### config.mk
export PLATFORM = sky130hd
export DESIGN_NAME = tdc_thermo_decoder_flat
export DESIGN_NICKNAME = d
export VERILOG_FILES = /design/src/rtl/tdc_thermo_decoder_pkg.sv /design/src/rtl/tdc_thermo_decoder_if.sv /design/src/rtl/tdc_thermo_decoder_bubble_fix.sv /design/src/rtl/tdc_thermo_decoder.sv /design/src/flat_wrapper.sv
export SDC_FILE = /design/constraint.sdc
export NUM_CORES = 1
export LEC_CHECK = 0
export ABC_AREA = 1
export BUFFER_PORTS_ARGS = -buffer_cell sky130_fd_sc_hd__buf_2
export CELL_PAD_IN_SITES_DETAIL_PLACEMENT = 1
export CELL_PAD_IN_SITES_GLOBAL_PLACEMENT = 1
export CORE_ASPECT_RATIO = 1.75
export CORE_MARGIN = 5
export CORE_UTILIZATION = 32
export CTS_CLUSTER_DIAMETER = 40
export CTS_CLUSTER_SIZE = 12
export DETAILED_ROUTE_END_ITERATION = 10
export GPL_ROUTABILITY_DRIVEN = 0
export PLACE_DENSITY_LB_ADDON = 0.25
export SYNTH_ARGS = -nofsm -noshare
export SYNTH_HDL_FRONTEND = slang
export SYNTH_SLANG_ARGS = --single-unit
### constraint.sdc
create_clock -name clock -period 11.45 [get_ports clock]
set_input_delay 0.5725 -clock clock [delete_from_list [all_inputs] [get_ports clock]]
set_output_delay 0.5725 -clock clock [all_outputs]
set_load 0.02 [all_outputs]
### src/rtl/tdc_thermo_decoder_pkg.sv
// Shared types for the TDC thermometer decoder: FSM states, fine-width helper
// and the {coarse, fine, saturated} timestamp record.
package tdc_pkg;

    typedef enum logic {
        IDLE = 1'b0,
        HOLD = 1'b1
    } tdc_state_e;

    // Widest coarse/fine fields any configuration may carry in a timestamp record
    localparam int TS_COARSE_MAX = 32;
    localparam int TS_FINE_MAX   = 16;

    typedef struct packed {
        logic [TS_COARSE_MAX-1:0] coarse;
        logic [TS_FINE_MAX-1:0]   fine;
        logic                     saturated;
    } tdc_ts_t;

    function automatic int fine_width(input int n_taps);
        return $clog2(n_taps + 1);
    endfunction

endpackage

### src/rtl/tdc_thermo_decoder_if.sv
// Timestamp readout channel: valid/ready handshake carrying fine, coarse and
// saturation flag from the decoder (master) to downstream readout (slave).
interface tdc_thermo_decoder_if #(
    parameter int FINE_W   = 7,
    parameter int COARSE_W = 24
);
    logic                out_valid;
    logic                out_ready;
    logic [FINE_W-1:0]   out_fine;
    logic [COARSE_W-1:0] out_coarse;
    logic                out_saturated;

    modport master (
        output out_valid,
        output out_fine,
        output out_coarse,
        output out_saturated,
        input  out_ready
    );

    modport slave (
        input  out_valid,
        input  out_fine,
        input  out_coarse,
        input  out_saturated,
        output out_ready
    );
endinterface

### src/rtl/tdc_thermo_decoder_bubble_fix.sv
// Combinational majority-of-3 bubble corrector for the sampled thermometer code.
// Only built when TDC_BUBBLE_FIX_EN is defined.
`ifdef TDC_BUBBLE_FIX_EN
module tdc_bubble_fix #(
    parameter int TAPS = 64
) (
    input  logic [TAPS-1:0] t_i,
    output logic [TAPS-1:0] c_o
);
    // ext[i] is t[i-1]; the chain is padded with a 1 before the entry and a 0 past the end
    logic [TAPS+1:0] ext;

    function automatic logic maj3(input logic a, input logic b, input logic c);
        return (a & b) | (a & c) | (b & c);
    endfunction

    assign ext = {1'b0, t_i, 1'b1};

    always_comb begin
        c_o = '0;
        for (int i = 0; i < TAPS; i++) begin
            c_o[i] = maj3(ext[i], ext[i+1], ext[i+2]);
        end
    end
endmodule
`endif

### src/rtl/tdc_thermo_decoder.sv
// Carry-chain TDC reader: hit detect, stage-1 correction (majority fix when
// TDC_BUBBLE_FIX_EN is defined, plain register otherwise), popcount, 1-entry output.
module tdc_thermo_decoder
    import tdc_pkg::*;
#(
    parameter int TAPS     = 64,
    parameter int COARSE_W = 24,
    parameter int OVF_W    = 16
) (
    input  logic                 clock,
    input  logic                 aclr_n,
    input  logic                 clken,
    input  logic [TAPS-1:0]      taps,
    tdc_thermo_decoder_if.master out_if,
    output logic [OVF_W-1:0]     overflow_cnt,
    output logic                 busy
);
    localparam int FINE_W = fine_width(TAPS);

    tdc_state_e          state_q, state_d;
    logic                prev_tap0_q;
    logic [COARSE_W-1:0] coarse_q;
    logic                hit;

    logic                vld_p0_q, vld_p1_q, vld_p2_q;
    logic [TAPS-1:0]     taps_p0_q;
    logic [TAPS-1:0]     corr_p1_d, corr_p1_q;
    logic [FINE_W-1:0]   fine_p2_d, fine_p2_q;
    logic [COARSE_W-1:0] coarse_p0_q, coarse_p1_q, coarse_p2_q;

    logic                out_valid_q, out_valid_d;
    logic [FINE_W-1:0]   out_fine_q;
    logic [COARSE_W-1:0] out_coarse_q;
    logic                out_sat_q;
    logic [OVF_W-1:0]    ovf_q;
    logic                drain, arrive, accept, drop;

    function automatic logic [FINE_W-1:0] popcount(input logic [TAPS-1:0] v);
        logic [FINE_W-1:0] n;
        n = '0;
        for (int i = 0; i < TAPS; i++) begin
            n = n + FINE_W'(v[i]);
        end
        return n;
    endfunction

    always_comb begin
        state_d = state_q;
        hit     = 1'b0;
        case (state_q)
            IDLE: begin
                if (taps[0] && !prev_tap0_q) begin
                    hit     = 1'b1;
                    state_d = HOLD;
                end
            end
            HOLD: begin
                if (!taps[0]) begin
                    state_d = IDLE;
                end
            end
            default: state_d = IDLE;
        endcase
    end

    // prev_tap0 resets high so a chain already full at reset release is not a hit
    always_ff @(posedge clock or negedge aclr_n) begin
        if (!aclr_n) begin
            state_q     <= IDLE;
            prev_tap0_q <= 1'b1;
            coarse_q    <= '0;
            vld_p0_q    <= 1'b0;
            vld_p1_q    <= 1'b0;
            vld_p2_q    <= 1'b0;
        end else if (clken) begin
            state_q     <= state_d;
            prev_tap0_q <= taps[0];
            coarse_q    <= coarse_q + COARSE_W'(1);
            vld_p0_q    <= hit;
            vld_p1_q    <= vld_p0_q;
            vld_p2_q    <= vld_p1_q;
        end
    end

    // ---- stage 0 -> 1: thermometer correction ----
`ifdef TDC_BUBBLE_FIX_EN
    tdc_bubble_fix #(.TAPS(TAPS)) u_bubble_fix (
        .t_i (taps_p0_q),
        .c_o (corr_p1_d)
    );
`else
    assign corr_p1_d = taps_p0_q;
`endif

    // ---- stage 1 -> 2: population count ----
    assign fine_p2_d = popcount(corr_p1_q);

    always_ff @(posedge clock) begin
        if (clken) begin
            if (hit) begin
                taps_p0_q   <= taps;
                coarse_p0_q <= coarse_q;
            end
            corr_p1_q   <= corr_p1_d;
            coarse_p1_q <= coarse_p0_q;
            fine_p2_q   <= fine_p2_d;
            coarse_p2_q <= coarse_p1_q;
        end
    end

    // ---- stage 2 -> output register ----
    // Draining is allowed even while clken is low; new results only move with clken.
    always_comb begin
        drain       = out_valid_q & out_if.out_ready;
        arrive      = clken & vld_p2_q;
        accept      = arrive & (~out_valid_q | drain);
        drop        = arrive & out_valid_q & ~drain;
        out_valid_d = accept | (out_valid_q & ~drain);
    end

    always_ff @(posedge clock or negedge aclr_n) begin
        if (!aclr_n) begin
            out_valid_q  <= 1'b0;
            out_fine_q   <= '0;
            out_coarse_q <= '0;
            out_sat_q    <= 1'b0;
            ovf_q        <= '0;
        end else begin
            out_valid_q <= out_valid_d;
            if (accept) begin
                out_fine_q   <= fine_p2_q;
                out_coarse_q <= coarse_p2_q;
                out_sat_q    <= (fine_p2_q == FINE_W'(TAPS));
            end
            if (drop && (ovf_q != '1)) begin
                ovf_q <= ovf_q + OVF_W'(1);
            end
        end
    end

    assign out_if.out_valid     = out_valid_q;
    assign out_if.out_fine      = out_fine_q;
    assign out_if.out_coarse    = out_coarse_q;
    assign out_if.out_saturated = out_sat_q;
    assign overflow_cnt         = ovf_q;
    assign busy = (state_q != IDLE) | vld_p0_q | vld_p1_q | vld_p2_q | out_valid_q;

endmodule

### src/flat_wrapper.sv
// flat-port wrapper written by rule: the top's interface ports become plain ports
module tdc_thermo_decoder_flat import tdc_pkg::*;
#(
    parameter int TAPS     = 64,
    parameter int COARSE_W = 24,
    parameter int OVF_W    = 16
)
  (clock, aclr_n, clken, taps, overflow_cnt, busy, out_if_out_valid, out_if_out_fine, out_if_out_coarse, out_if_out_saturated, out_if_out_ready);
  tdc_thermo_decoder_if #(.FINE_W((7)), .COARSE_W(COARSE_W)) out_if_i ();
  input  logic clock;
  input  logic aclr_n;
  input  logic clken;
  input  logic [TAPS-1:0] taps;
  output logic [OVF_W-1:0] overflow_cnt;
  output logic busy;
  output wire logic [$bits(out_if_i.out_valid)-1:0] out_if_out_valid;
  output wire logic [$bits(out_if_i.out_fine)-1:0] out_if_out_fine;
  output wire logic [$bits(out_if_i.out_coarse)-1:0] out_if_out_coarse;
  output wire logic [$bits(out_if_i.out_saturated)-1:0] out_if_out_saturated;
  input wire logic [$bits(out_if_i.out_ready)-1:0] out_if_out_ready;
  assign out_if_out_valid = out_if_i.out_valid;
  assign out_if_out_fine = out_if_i.out_fine;
  assign out_if_out_coarse = out_if_i.out_coarse;
  assign out_if_out_saturated = out_if_i.out_saturated;
  assign out_if_i.out_ready = out_if_out_ready;
  tdc_thermo_decoder #(.TAPS(TAPS), .COARSE_W(COARSE_W), .OVF_W(OVF_W)) u_core (.clock(clock), .aclr_n(aclr_n), .clken(clken), .taps(taps), .out_if(out_if_i), .overflow_cnt(overflow_cnt), .busy(busy));
endmodule
==> results of run 1 <==
[cell families (layout without fill, tap and decap cells)]
group                      Yosys count  in the layout  synth area share
AOI/OAI and AO/OA                   30             30            0.0157
xor gates and xnor gates            23             23            0.0173
adders and majority gates           72             72             0.112
buffers and inverters              150            326            0.0498
DFF                                285            285             0.700
and+or+nand+nor                    294            294             0.105
[flip-flops by register name, indices dropped and copies added, names as in the netlist, 7 cells and up]
name / count
u_core.fine_p2_q: 7
u_core.coarse_p1_q: 24
u_core.out_if.out_coarse: 24
u_core.coarse_p0_q: 24
u_core.coarse_p2_q: 24
u_core.out_if.out_fine: 7
u_core.corr_p1_d: 64
u_core.corr_p1_q: 64
u_core.coarse_q: 24
u_core.overflow_cnt: 16
[worst paths after layout]
path / cells after the start / startpoint / endpoint
max: 15 / u_core.corr_p1_q[0]$_DFFE_PP_ / u_core.fine_p2_q[6]$_DFFE_PP_
min: 1 / taps[26] / u_core.corr_p1_d[26]$_DFFE_PP_
max reg2reg: 15 / u_core.corr_p1_q[0]$_DFFE_PP_ / u_core.fine_p2_q[6]$_DFFE_PP_
min reg2reg: 0 / u_core.corr_p1_d[19]$_DFFE_PP_ / u_core.corr_p1_q[19]$_DFFE_PP_
max in group asynchronous: 3 / aclr_n / u_core.out_if.out_coarse[1]$_DFFE_PN0P_
min in group asynchronous: 2 / aclr_n / u_core.out_if.out_fine[1]$_DFFE_PN0P_
[layout make-up]
| cell class | instances | area, um2 | share of cell area |
|---|---|---|---|
| repair buffers | 124 | 646 | 0.0461 |
| well taps | 470 | 588 | 0.0420 |
| clock buffers | 46 | 970 | 0.0692 |
| clock inverters | 14 | 178 | 0.0127 |
| inverters | 142 | 533 | 0.0381 |
| multi-input cells | 419 | 2920 | 0.209 |
| flip-flops and latches | 285 | 8170 | 0.583 |
[metrics by stage]
stage           util  instances
2_1_floorplan      -        854
3_3_place_gp   0.357       1439
3_5_place_dp   0.357       1439
4_1_cts        0.389       1500
5_1_grt        0.389       1500
6_report       0.389       1500
[metal layers]
metal  part of all wire  routed length [um]
met5                  0                   0
met4              0.033                 844
met3              0.037                 929
met2               0.58               14500
met1               0.35                8920
[what timing repair did]
item                      CTS  global route
hold endpoints to repair   22             0
resized for setup           0             0
hold buffers                1             0
[cell usage in the layout, fill, tap and decap left out, types with 2 or more instances in the layout]
master / count
nand2_1: 210
edfxtp_1: 207
inv_1: 141
buf_2: 115
dfrtp_1: 77
fa_1: 54
clkbuf_16: 37
nor2_1: 36
nand3_1: 18
ha_1: 18
o21ai_0: 17
nand4_1: 14
xnor2_1: 13
xor2_1: 10
a21oi_1: 8
clkbuf_1: 8
buf_4: 8
inv_6: 5
nor3_1: 3
nor2_4: 3
bufinv_16: 3
clkinvlp_4: 3
a21o_1: 2
nor2_2: 2
nand3b_1: 2
nand2_4: 2
clkinv_2: 2
[synth_stat cells]
library cell	number	area share
a21oi_4	1	0.0014
nand2_1	210	0.068
fa_1	54	0.093
buf_6	1	0.00097
nor2_2	2	0.0011
nand3_2	1	0.00086
nand4_1	14	0.0075
a21oi_1	8	0.0034
edfxtp_1	207	0.53
inv_2	1	0.00032
nor2_1	36	0.012
clkbuf_1	1	0.00032
or2_2	1	0.00054
xnor2_1	13	0.0098
dfstp_2	1	0.0023
buf_4	1	0.00064
ha_1	18	0.019
nand2_2	1	0.00054
nand3_1	18	0.0077
buf_2	5	0.0021
nor3_1	4	0.0017
o21bai_1	1	0.00064
a21o_1	2	0.0013
o21ai_0	17	0.0073
nand3b_1	2	0.0013
dfrtp_1	77	0.17
xor2_1	10	0.0075
nor2_4	3	0.0029
nand2_4	2	0.0019
inv_1	141	0.045
a21boi_4	1	0.0016
[power by group through the flow]
stage,Sequential (uW),Clock [uW],Combinational (uW)
5_1_grt,1390,1190,1750
2_1_floorplan,1450,0,1060
3_3_place_gp,1390,0,1530
3_5_place_dp,1400,0,1570
6_report,1370,1100,1520
4_1_cts,1380,1140,1580
[worst register-to-register path: cells and delay by family (launching register included)]
family          cells  cell delay, ns
buf+inv             1            0.07
fa+ha+maj          11            5.11
flops               1            0.37
compound gates      3            0.58
==> impl_metrics.yaml, run 1 <==
sta:
  tightest_slew_ns: 1.03
  slew_viol_final: 0
  rsz0062_at_grt: "no"
  setup_slack_ns: 5.16
  clock_skew_ns: 0.0135
  finalHoldViolations: 0
  slew_headroom: 0.315
  fmax_ghz: 0.159
  fin_crit_ns: 6.29
  hold_slack_ns: 0.230
  fin_tns_setup_ns: 0
  setup_viol_count_final: 0
  period_share: 0.549
grt:
  grt-ovfl-total: 0
  grt_pass1_vias: 7357
  grt_most_used_layer: "met2"
  grt_start_max_net_pins: 75
  antenna_found_initial: 0
  grt_pass1_wl_um: 40400
  groute.usage.overall: 0.128
  use_met1: 0.132
  use_met2: 0.250
  met3_usage: 0.0250
power:
  internal-power_uw: 2610
  p_total_uw: 3990
  net-switching-power_uw: 1380
  switching_share: 0.346
  p_comb_frac: 0.380
  p_seq_frac: 0.344
  p_leak_uw: 0.00606
  peakVddDrop_mv: 0.253
  power_density_mw_per_mm2: 285
  clkPwrFrac: 0.276
placement:
  dpl_cell_area_mm2: 0.0128
  place_ws_ns: 5.09
  portBuffers: 117
  hpwl_um: 18000
route:
  drt_wl_total_um: 25200
  num_vias: 6488
  viasPerCell: 4.33
  firstDrtPassIters: 4
  antenna_left: 0
  routedWlPerCell_um: 16.8
  drt-initial-drc-count: 199
  drc: 0
clock_tree:
  htreeDepth: 2
  clk_pin_slew_ns: 0.06
  post_cts_buffers: 0
  clockBufferDepth: 3
  cts_buffers: 36
  cts_root_buf: "clkbuf_16"
  cts_tree: "yes"
  cts_sinks: 285
  clk_latency_ns: 0.52
critical_path:
  crit_buf_inv: 1
  crit_chain: "ha_1 -> inv_1 -> fa_1 -> fa_1 -> fa_1 -> fa_1 -> fa_1 -> fa_1 -> fa_1 -> fa_1 -> fa_1 -> fa_1 -> o21ai_0 -> a21oi_1 -> o21bai_1"
  worst_path_max_delay_cell: "fa_1"
  ff2ff_setup_slack_ns: 5.16
  crit_path_end_kind: "register"
  crit_path_frequent_cell: "fa_1"
  critPathMaxFanout: 2
  crit_path_start_kind: "register"
  critical_path.top_delay_family: "adder cells"
  critPathRequiredTime_ns: 11.80
  slowest_delay_ns: 0.63
  crit_arrival_ns: 6.64
  worst-setup-path-type: "register to register"
synth:
  ys_warn_count: 0
  avgSynthCellArea_um2: 13.7
  synth_seq_cells: 285
  synthDistinctLibCells: 31
  synthesis.nets: 994
  ys_seq_area_frac: 0.700
  synthCells: 854
  syn_area_mm2: 0.0117
worst_hold_path:
  hp-class: "input port to register"
cells_and_area:
  finalInstanceArea_mm2: 0.0140
  drive_above_1_share: 0.184
  nFillCells: 3754
  syn_to_final_growth_pct: 20.0
  fin_nets: 1148
  n_antenna_cell: 0
job:
  cap_viol_max_count: 0
floorplan:
  std_cell_rows: 92
  ios: 118
  fp.dieW_um: 154
  fp.dieH_um: 263
  coreArea_mm2: 0.0360
  dieArea_mm2: 0.0405
  initial_utilization: 0.324
run_status:
  outcome: "finished clean"
Power figures use the tool's default switching activity.
==> run 2, diff against run 1 <==
Clock period 11.45 ns to 6.2 ns, I/O delays scaled along.
==> run 2 against run 1 <==
  * Critical path depth stayed put
  * Register-to-register slack worse by 4.9 ns
  * Core utilization is 1.9 points higher
  * First-iteration DRC count is 35% higher
  * Clock power is 88% higher
  * Critical endpoint unchanged
  * Highest routed layer unchanged
==> impl_metrics.yaml, run 2 (synthesis results as in run 1) <==
floorplan:
  fp.dieW_um: 154
  std_cell_rows: 92
  dieArea_mm2: 0.0405
  ios: 118
  fp.dieH_um: 263
  initial_utilization: 0.324
  coreArea_mm2: 0.0360
grt:
  grt_pass1_vias: 7649
  grt_start_max_net_pins: 76
  antenna_found_initial: 0
  groute.usage.overall: 0.131
  grt_pass1_wl_um: 41500
  grt-ovfl-total: 0
sta:
  tightest_slew_ns: 0.886
  slew_headroom: 0.409
  finalHoldViolations: 0
  slew_viol_final: 0
  setup_viol_count_final: 0
  clock_skew_ns: 0.0230
  fmax_ghz: 0.168
  period_share: 0.961
  rsz0062_at_grt: "no"
  setup_slack_ns: 0.239
  fin_crit_ns: 5.96
  hold_slack_ns: 0.0480
critical_path:
  critical_path.top_delay_family: "adder cells"
  slowest_delay_ns: 0.61
  crit_arrival_ns: 6.32
  cp_num_cells: 15
  worst-setup-path-type: "register to register"
  crit_buf_inv: 1
  critPathMaxFanout: 2
  worst_path_max_delay_cell: "fa_2"
  ff2ff_setup_slack_ns: 0.24
  r2r-end: "u_core.fine_p2_q[6]$_DFFE_PP_"
  worstSetupStartpoint: "u_core.corr_p1_q[0]$_DFFE_PP_"
  rr_worst_depth: 15
  crit_chain: "ha_1 -> inv_1 -> fa_1 -> fa_1 -> fa_1 -> fa_2 -> fa_1 -> fa_1 -> fa_1 -> fa_1 -> fa_2 -> fa_2 -> o21ai_2 -> a21oi_1 -> o21bai_1"
  regToRegStartpoint: "u_core.corr_p1_q[0]$_DFFE_PP_"
  crit_path_end_kind: "register"
  critPathRequiredTime_ns: 6.56
  crit_path_frequent_cell: "fa_1"
  crit_path_start_kind: "register"
run_status:
  outcome: "finished clean"
route:
  drc: 0
  drt-initial-drc-count: 269
  firstDrtPassIters: 4
  antenna_left: 0
  viasPerCell: 4.26
  drt_wl_total_um: 26000
  routedWlPerCell_um: 16.6
  num_vias: 6679
clock_tree:
  cts_root_buf: "clkbuf_16"
  htreeDepth: 2
  clockBufferDepth: 3
  cts_sinks: 285
  cts_tree: "yes"
  clk_pin_slew_ns: 0.05
  clk_latency_ns: 0.52
  post_cts_buffers: 0
  cts_buffers: 37
cells_and_area:
  n_antenna_cell: 0
  fin_util: 0.408
  syn_to_final_growth_pct: 26.0
  finalInstanceArea_mm2: 0.0147
  multi_input_area_mm2: 0.00294
  final_cell_mix: "nand2_1, edfxtp_1, inv_1"
  fin_nets: 1211
  drive_above_1_share: 0.181
  nFillCells: 3805
  layout_commonest_cell: "nand2_1"
  regArea_mm2: 0.00817
power:
  net-switching-power_uw: 2650
  power_density_mw_per_mm2: 514
  internal-power_uw: 4910
  switching_share: 0.350
  peakVddDrop_mv: 0.404
  clkPwrFrac: 0.274
  p_total_uw: 7560
  p_comb_frac: 0.391
  p_seq_frac: 0.335
  p_leak_uw: 0.00633
worst_hold_path:
  hold_path_startpoint: "taps[0]"
  min_to: "u_core.corr_p1_d[0]$_DFFE_PP_"
  hp-class: "input port to register"
  hold_depth: 1
placement:
  place_ws_ns: -0.0854
  portBuffers: 117
  dpl_cell_area_mm2: 0.0129
  hpwl_um: 18300
job:
  cap_viol_max_count: 0
-- run 2: final cells by class --
type	instances	share of cell area
clock inverter	18	0.0130
tap	470	0.0400
sequential	285	0.555
inverter	142	0.0362
multi-input combinational	419	0.200
timing repair buffer	186	0.0871
clock buffer	49	0.0681
-- run 2: power by group through the flow --
stage / registers (uW) / clock network [uW] / logic, uW
after floorplan: 2670 / 0 / 1960
after global placement: 2570 / 0 / 2830
after detailed placement: 2570 / 0 / 2940
after CTS: 2540 / 2150 / 3050
after global routing: 2560 / 2230 / 3340
final: 2530 / 2070 / 2950
-- run 2: repair_timing --
item,CTS,global route
hold buffers,64,0
endpoints found under the hold margin,95,0
gates resized for setup,3,3
pin swaps,0,3
endpoints found under the setup margin,2,3
-- run 2: worst max-delay path by stage --
stage	end	slack [ns]
final	u_core.fine_p2_q[6]$_DFFE_PP_	0.24
after global routing	u_core.fine_p2_q[6]$_DFFE_PP_	0.01
after CTS	u_core.fine_p2_q[6]$_DFFE_PP_	0.003
after detailed placement	u_core.fine_p2_q[6]$_DFFE_PP_	-0.09
after global placement	u_core.fine_p2_q[6]$_DFFE_PP_	-0.008
after floorplan	u_core.fine_p2_q[4]$_DFFE_PP_	0.33
-- run 2: layer usage --
| metal | part of all wire | track usage |
|---|---|---|
| met5 | 0 | 0 |
| met4 | 0.034 | 0.0523 |
| met3 | 0.033 | 0.0217 |
| met2 | 0.58 | 0.257 |
| met1 | 0.36 | 0.135 |
-- run 2: per-stage QoR --
step                TNS (ns)  instances
CTS                        0       1569
global route               0       1569
global placement     -0.0113       1438
finish                     0       1569
detailed placement    -0.164       1438
floorplan                  0        854
-- run 2: worst register-to-register path: stages, from the launching register on --
cell and delay (ns):
edfxtp_1 0.37, ha_1 0.30, inv_1 0.07, fa_1 0.43
fa_1 0.55, fa_1 0.44, fa_2 0.61, fa_1 0.47
fa_1 0.49, fa_1 0.52, fa_1 0.44, fa_2 0.37
fa_2 0.37, o21ai_2 0.18, a21oi_1 0.08, o21bai_1 0.13
